### config.mk
export PLATFORM = sky130hd
export DESIGN_NAME = hr_scroll_pacer
export DESIGN_NICKNAME = d
export VERILOG_FILES = /design/src/rtl/hr_pkg.sv /design/src/rtl/hr_debounce.sv /design/src/rtl/hr_scroll_pacer.sv
export SDC_FILE = /design/constraint.sdc
export NUM_CORES = 1
export LEC_CHECK = 0
export CAP_MARGIN = 20
export CORE_MARGIN = 2
export CORE_UTILIZATION = 45
export CTS_CLUSTER_DIAMETER = 100
export DETAILED_ROUTE_END_ITERATION = 7
export MAX_ROUTING_LAYER = met4
export PLACE_DENSITY = 0.79
export SYNTH_ARGS = -nofsm -noshare
export SYNTH_HDL_FRONTEND = slang
export SYNTH_SLANG_ARGS = --single-unit
### constraint.sdc
create_clock -name clk -period 5.3 [get_ports clk]
set_input_delay 0.53 -clock clk [delete_from_list [all_inputs] [get_ports clk]]
set_output_delay 0.53 -clock clk [all_outputs]
set_load 0.05 [all_outputs]
### src/rtl/hr_pkg.sv
// Shared types and decode for the heart-rate scroll pacer.
// Sensor codes map onto scroll speed steps; four of the eight codes are invalid.
package hr_pkg;

    typedef logic [1:0] speed_t;
    typedef logic [2:0] hr_code_t;

    localparam hr_code_t CODE_FAST = 3'b000;
    localparam hr_code_t CODE_SLOW = 3'b001;
    localparam hr_code_t CODE_MED  = 3'b011;
    localparam hr_code_t CODE_REST = 3'b111;

    typedef struct packed {
        logic   valid;
        speed_t speed;
    } hr_decode_t;

    function automatic hr_decode_t decode_code(input hr_code_t code);
        hr_decode_t d;
        d.valid = 1'b1;
        d.speed = 2'd0;
        case (code)
            CODE_FAST: d.speed = 2'd3;
            CODE_SLOW: d.speed = 2'd1;
            CODE_MED:  d.speed = 2'd2;
            CODE_REST: d.speed = 2'd1;
            default:   d.valid = 1'b0;
        endcase
        return d;
    endfunction

endpackage

### src/rtl/hr_debounce.sv
// Two-flop synchronizer plus candidate/counter debounce for the heart-rate code.
// accept pulses combinationally on the edge where the counter reaches DEB_CYCLES-1.
module hr_debounce
    import hr_pkg::*;
#(
    parameter int unsigned DEB_CYCLES = 1000
) (
    input  logic     clk,
    input  logic     clr,
    input  hr_code_t din,
    output hr_code_t code,
    output logic     accept
);

    localparam logic [15:0] CNT_LAST = 16'(DEB_CYCLES - 1);

    hr_code_t    sync1_q, sync1_d;
    hr_code_t    sync2_q, sync2_d;
    hr_code_t    cand_q,  cand_d;
    logic [15:0] cnt_q,   cnt_d;
    logic        accept_d;

    always_comb begin
        sync1_d  = din;
        sync2_d  = sync1_q;
        cand_d   = cand_q;
        cnt_d    = cnt_q;
        accept_d = 1'b0;
        if (sync2_q != cand_q) begin
            cand_d   = sync2_q;
            cnt_d    = 16'd0;
            accept_d = (CNT_LAST == 16'd0);
        end else if (cnt_q != CNT_LAST) begin
            // Saturating count: a held code is accepted once, not every wrap.
            cnt_d    = cnt_q + 16'd1;
            accept_d = ((cnt_q + 16'd1) == CNT_LAST);
        end
    end

    always_ff @(posedge clk) begin
        if (clr) begin
            sync1_q <= '0;
            sync2_q <= '0;
            cand_q  <= '0;
            cnt_q   <= '0;
        end else begin
            sync1_q <= sync1_d;
            sync2_q <= sync2_d;
            cand_q  <= cand_d;
            cnt_q   <= cnt_d;
        end
    end

    assign code   = sync2_q;
    assign accept = accept_d & ~clr;

endmodule

### src/rtl/hr_scroll_pacer.sv
// Heart-rate driven scroll pacer: debounced code -> speed -> phase accumulator -> tick.
// HR_FAULT_LATCH_EN makes hr_fault sticky until clr; otherwise it tracks the last accepted code.
module hr_scroll_pacer
    import hr_pkg::*;
#(
    parameter int unsigned DEB_CYCLES = 1000,
    parameter int unsigned ACC_W      = 18
) (
    input  logic             clk,
    input  logic             clr,
    input  logic             heartrate1,
    input  logic             heartrate2,
    input  logic             heartrate3,
    input  logic             run,
    output logic [1:0]       speed,
    output logic             hr_valid,
    output logic             hr_fault,
    output logic             scroll_tick,
    output logic [ACC_W-1:0] phase
);

    hr_code_t   acc_code;
    logic       acc_stb;
    hr_decode_t dec;

    speed_t     speed_q,    speed_d;
    logic       hr_valid_q, hr_valid_d;
    logic       hr_fault_q, hr_fault_d;
    logic       tick_q,     tick_d;
    logic [ACC_W-1:0] phase_q, phase_d;

    hr_debounce #(.DEB_CYCLES(DEB_CYCLES)) u_debounce (
        .clk    (clk),
        .clr    (clr),
        .din    ({heartrate1, heartrate2, heartrate3}),
        .code   (acc_code),
        .accept (acc_stb)
    );

    assign dec = decode_code(acc_code);

    always_comb begin
        speed_d    = speed_q;
        hr_valid_d = hr_valid_q;
        hr_fault_d = hr_fault_q;
        // Accumulate with the speed in force before this edge's acceptance.
        phase_d    = run ? phase_q + ACC_W'(speed_q) : phase_q;
        tick_d     = run & ~phase_q[ACC_W-1] & phase_d[ACC_W-1];
        if (acc_stb) begin
            if (dec.valid) begin
                speed_d    = dec.speed;
                hr_valid_d = 1'b1;
`ifdef HR_FAULT_LATCH_EN
                hr_fault_d = hr_fault_q;
`else
                hr_fault_d = 1'b0;
`endif
            end else begin
                hr_fault_d = 1'b1;
            end
        end
    end

    always_ff @(posedge clk) begin
        if (clr) begin
            speed_q    <= '0;
            hr_valid_q <= 1'b0;
            hr_fault_q <= 1'b0;
            tick_q     <= 1'b0;
            phase_q    <= '0;
        end else begin
            speed_q    <= speed_d;
            hr_valid_q <= hr_valid_d;
            hr_fault_q <= hr_fault_d;
            tick_q     <= tick_d;
            phase_q    <= phase_d;
        end
    end

    assign speed       = speed_q;
    assign hr_valid    = hr_valid_q;
    assign hr_fault    = hr_fault_q;
    assign scroll_tick = tick_q;
    assign phase       = phase_q;

endmodule

==> flow_results.org <==
** Worst hold path
- The startpoint identified for the worst hold timing path is u_debounce.sync1_q[1]$_SDFF_PP0_.
- The worst hold path terminates at u_debounce.code[1]$_SDFF_PP0_.
- Worst hold stages :: 1
- The min-delay analysis places its worst path in the category flip-flop to flip-flop.

** CTS
- For the worst-skew pair, the clock arrives at the later sink with an insertion delay of around 300 ps.
- Clock-pin slew was measured on the worst setup and hold paths at 70 ps.
- Buffer levels on the longest clock path :: 2
- Buffers inserted to repair hold after CTS numbered 0.
- Clock tree synthesis found a total of 48 sinks.
- CTS placed an instance of sky130_fd_sc_hd__clkbuf_8 at the clock tree root.
- H-Tree Depth :: 2
- Post-cts gate resize count :: 0
- After clock tree synthesis, the setup repair step added 0 buffers.
- TritonCTS clock tree :: done
- Buffers inserted during clock tree synthesis total 5.

** Synthesis
- After synthesis, the mean cell area works out to around 9.1 sq um.
- Seq/Total Area, Yosys :: 43.3%
- The top cell type by area accounts for between 40% and 50% of the synthesized area.
- By area the synthesized netlist is led by sky130_fd_sc_hd__dfxtp_1 (43%), sky130_fd_sc_hd__xor2_1 (7.9%), sky130_fd_sc_hd__nor2_1 (5.6%), sky130_fd_sc_hd__xnor2_1 (4.7%), sky130_fd_sc_hd__nand4_1 (3.4%).
- After synthesis, the netlist uses 43 different library cells.
- Cell area after technology mapping :: 2220 sq um
- The cell count after synthesis came out at roughly 240.
- Syn Nets :: ~260
- Number of flip-flops and latches in the synthesized netlist :: 48
- During synthesis, Yosys emitted a total of 0 warnings.
- Synth area leader :: sky130_fd_sc_hd__dfxtp_1

** Cells and area
- The library cell used most frequently in the layout, excluding fill and tap cells, is sky130_fd_sc_hd__dfxtp_1.
- The top cell types in the final layout, fill and taps aside, are sky130_fd_sc_hd__dfxtp_1 (48), sky130_fd_sc_hd__nor2_1 (33), sky130_fd_sc_hd__clkdlybuf4s50_1 (28).
- Post-route non-filler standard cell count :: 336
- Area overhead of the layout relative to synthesis :: 18.1%
- At the end of the flow, the number of nets in the layout was about 280.
- Proportion of layout cells with a drive suffix above 1 :: between 4 and 5%
- Cell area after layout :: about 2600 sq um
- 0 antenna diodes ended up in the layout.

** Pwr
- Worst IR Drop VDD :: ~180 uV
- Net Switching :: between 0.1 and 0.15 mW
- Sequential fraction of design power :: slightly below 60%
- Internal Power :: about 0.49 mW
- Logic pwr share :: 4.3%
- Leakage :: 0.953 nW
- Of the total power, the share spent switching nets is around a fifth.
- Clock network power share :: 36.5%
- Dividing total power by cell area gives a power density of ~240 nW/um^2.

** Global routing
- Vias in the first global route :: 1600
- Across every metal layer, demand over resource in global routing totals approximately 17%.
- Most utilized layer in the global route result :: met2
- Met3 Use GR :: 4.20%
- Entering global routing, the biggest net connects 35 pins.
- Initial antenna violation count :: 0
- For this run, global-route usage on met2 was measured as 26.2%.
- The first global-routing pass estimated 7070 um of wire.
- The total overflow left after global routing is 0.
- For this run, global-route usage on met1 was measured as between 20 and 25%.

** Timing
- Maximum clock skew at final layout :: around 8.5 ps
- Setup violators final :: 0
- In this run the tightest slew margin relative to its limit is 65.8%.
- Maximum frequency from static timing analysis :: between 300 and 400 MHz
- The number of hold-slack violations in the final timing report was 0.
- Max-slew violation count :: 0
- Setup repair after global routing left no endpoint under its margin.
- Subtracting the final worst setup slack from the clock period gives approximately 2600 ps.
- Measured slew at the worst slew-check pin :: approximately 510 ps
- The final critical path takes up 49.3% of the cycle.
- On the final layout, the worst hold slack is 441 ps.
- Adding up every negative setup slack in the final design gives 0 ps.

** Route
- After detailed routing, the total wire length is a little over 4000 um.
- Total number of vias :: around 1800
- For this run, the detailed router's first-pass iteration total came to 4.
- Antenna Nets Post-Route :: 0
- Number of design-rule violations left by the first detailed-router iteration :: 90
- For this run, design rule violations remaining after detail routing come to 0.
- Dividing the detail-routed wire length by the instance count gives 12.3 um.
- Via density :: 5.21

** Placement
- HPWL reported at the end of detailed placement :: approximately 2800 um
- After detailed placement, the total cell area comes to between 2000 and 3000 sq um.
- Buffers placed on the I/O ports in this run total 28.
- Routability cong. :: 0.887
- Including well taps, the total number of placed cells is 329.

** Critical path
- WP data arrival :: between 2000 and 3000 ps
- Internal reg-to-reg setup slack :: approximately 2900 ps
- Length in cells of the worst reg-to-reg path :: 7
- The endpoint identified for the worst register-to-register timing path is speed[1]$_SDFFE_PP0P_.
- Worst reg2reg path startpoint :: u_debounce.cnt_q[0]$_SDFFE_PP0N_
- STA classifies the critical path endpoint as a flip-flop.
- Kind of launch point of the worst setup path :: input pin
- WS Path Type :: input pin to flip-flop
- CP Max Fanout :: 34
- Data on the critical path is required at its endpoint by roughly 5500 ps.

** Floorplanning
- Total die area :: 5510 sq um
- Standard cell core area :: 4750 sq um
- Die Wd :: ~74 um
- Num ports :: 29
- Effective utilization at floorplan :: between 40% and 50%
- Die outline height :: 74.3 um
- Row Count :: 25

** Outcome
- The flow ran to the end, and the final reports show no timing, DRC or antenna violations.

** Job
- Max-Cap Viols :: 0
logic make-up after synthesis:
logic type               Yosys count  synth area share (%)
AO/OA/AOI/OAI                     26                  8.17
XOR/XNOR                          32                  12.6
adder cells (fa/ha/maj)            6                  3.72
buffers and inverters             21                  4.68
flip-flops                        48                  43.3
multiplexers                       2                 0.901
AND/OR/NAND/NOR                  109                  26.6
area by class of cell:
class	count	area, sq um
Clock buffer	7	96.3
Sequential cell	48	961
Fill cell	448	2130
Timing Repair Buffer	29	288
Multi-Input combinational cell	175	1160
Inverter	10	37.5
Tap cell	67	83.8
critical path, stage by stage:
cell and delay (ps):
sky130_fd_sc_hd__clkdlybuf4s50_1 400, sky130_fd_sc_hd__buf_4 240, sky130_fd_sc_hd__or4_4 630, sky130_fd_sc_hd__nand2b_1 300, sky130_fd_sc_hd__and4bb_4 420, sky130_fd_sc_hd__a21oi_2 70
sky130_fd_sc_hd__a311oi_2 230
state kept, by name (all words and copies together) (netlist names):
| signal | flops |
|---|---|
| u_debounce.sync1_q | 3 |
| u_debounce.cnt_q | 16 |
| u_debounce.cand_q | 3 |
| scroll_tick | 1 |
| hr_valid | 1 |
| hr_fault | 1 |
| speed | 2 |
| phase | 18 |
| u_debounce.code | 3 |
Yosys cell counts:
cell                        count
sky130_fd_sc_hd__a211o_1        1
sky130_fd_sc_hd__a211oi_1       2
sky130_fd_sc_hd__a211oi_2       1
sky130_fd_sc_hd__a21oi_1       10
sky130_fd_sc_hd__a21oi_2        1
sky130_fd_sc_hd__a311oi_2       1
sky130_fd_sc_hd__a41o_1         1
sky130_fd_sc_hd__and2_1         1
sky130_fd_sc_hd__and2b_1        2
sky130_fd_sc_hd__and3_1         8
sky130_fd_sc_hd__and3b_1        1
sky130_fd_sc_hd__and4_1         1
sky130_fd_sc_hd__and4bb_4       1
sky130_fd_sc_hd__buf_2          1
sky130_fd_sc_hd__buf_6          3
sky130_fd_sc_hd__clkbuf_1       6
sky130_fd_sc_hd__clkbuf_2       1
sky130_fd_sc_hd__dfxtp_1       48
sky130_fd_sc_hd__fa_1           1
sky130_fd_sc_hd__ha_1           5
sky130_fd_sc_hd__inv_1         10
sky130_fd_sc_hd__mux2i_1        2
sky130_fd_sc_hd__nand2_1       11
sky130_fd_sc_hd__nand2b_1       1
sky130_fd_sc_hd__nand3_1       11
sky130_fd_sc_hd__nand4_1       12
sky130_fd_sc_hd__nor2_1        33
sky130_fd_sc_hd__nor2b_1       11
sky130_fd_sc_hd__nor3_1         2
sky130_fd_sc_hd__nor3b_1        1
sky130_fd_sc_hd__nor4_1         2
sky130_fd_sc_hd__nor4b_1        1
sky130_fd_sc_hd__nor4bb_1       2
sky130_fd_sc_hd__o2111ai_1      1
sky130_fd_sc_hd__o211ai_1       1
sky130_fd_sc_hd__o21ai_0        4
sky130_fd_sc_hd__o2bb2ai_1      2
sky130_fd_sc_hd__o31ai_1        1
sky130_fd_sc_hd__or3_1          5
sky130_fd_sc_hd__or4_1          2
sky130_fd_sc_hd__or4_4          1
sky130_fd_sc_hd__xnor2_1       12
sky130_fd_sc_hd__xor2_1        20
how the worst max path moves through the flow:
stage                     from                     to  depth (start not counted)
after CTS                  clr  hr_fault$_SDFFE_PP0P_                          7
after global routing       clr  speed[1]$_SDFFE_PP0P_                          7
after detailed placement   clr  speed[1]$_SDFFE_PP0P_                          7
final                      clr  hr_fault$_SDFFE_PP0P_                          7
after global placement     clr  hr_fault$_SDFFE_PP0P_                          7
after floorplan            clr  hr_fault$_SDFFE_PP0P_                          7
per-stage QoR:
step	setup slack [ps]	power (mW)	utilization, %
floorplan	3130	0.401	-
global placement	2410	0.407	53.1
detailed placement	2380	0.408	53.1
CTS	2690	0.636	55.2
global route	2590	0.653	55.2
finish	2690	0.628	55.2
power by group through the flow:
stage	clock network [mW]	registers, mW	logic [mW]
floorplan	0	0.379	0.0227
global placement	0	0.380	0.0270
detailed placement	0	0.380	0.0276
CTS	0.237	0.372	0.0276
global route	0.251	0.372	0.0302
finish	0.229	0.372	0.0273
layer usage:
layer / up-vias / part of all wire, %
met5: - / 0
met4: 0 / 2.2
met3: 10 / 4.8
met2: 49 / 46
met1: 800 / 47
li1: 891 / -
(Power assumes the default switching activity.)
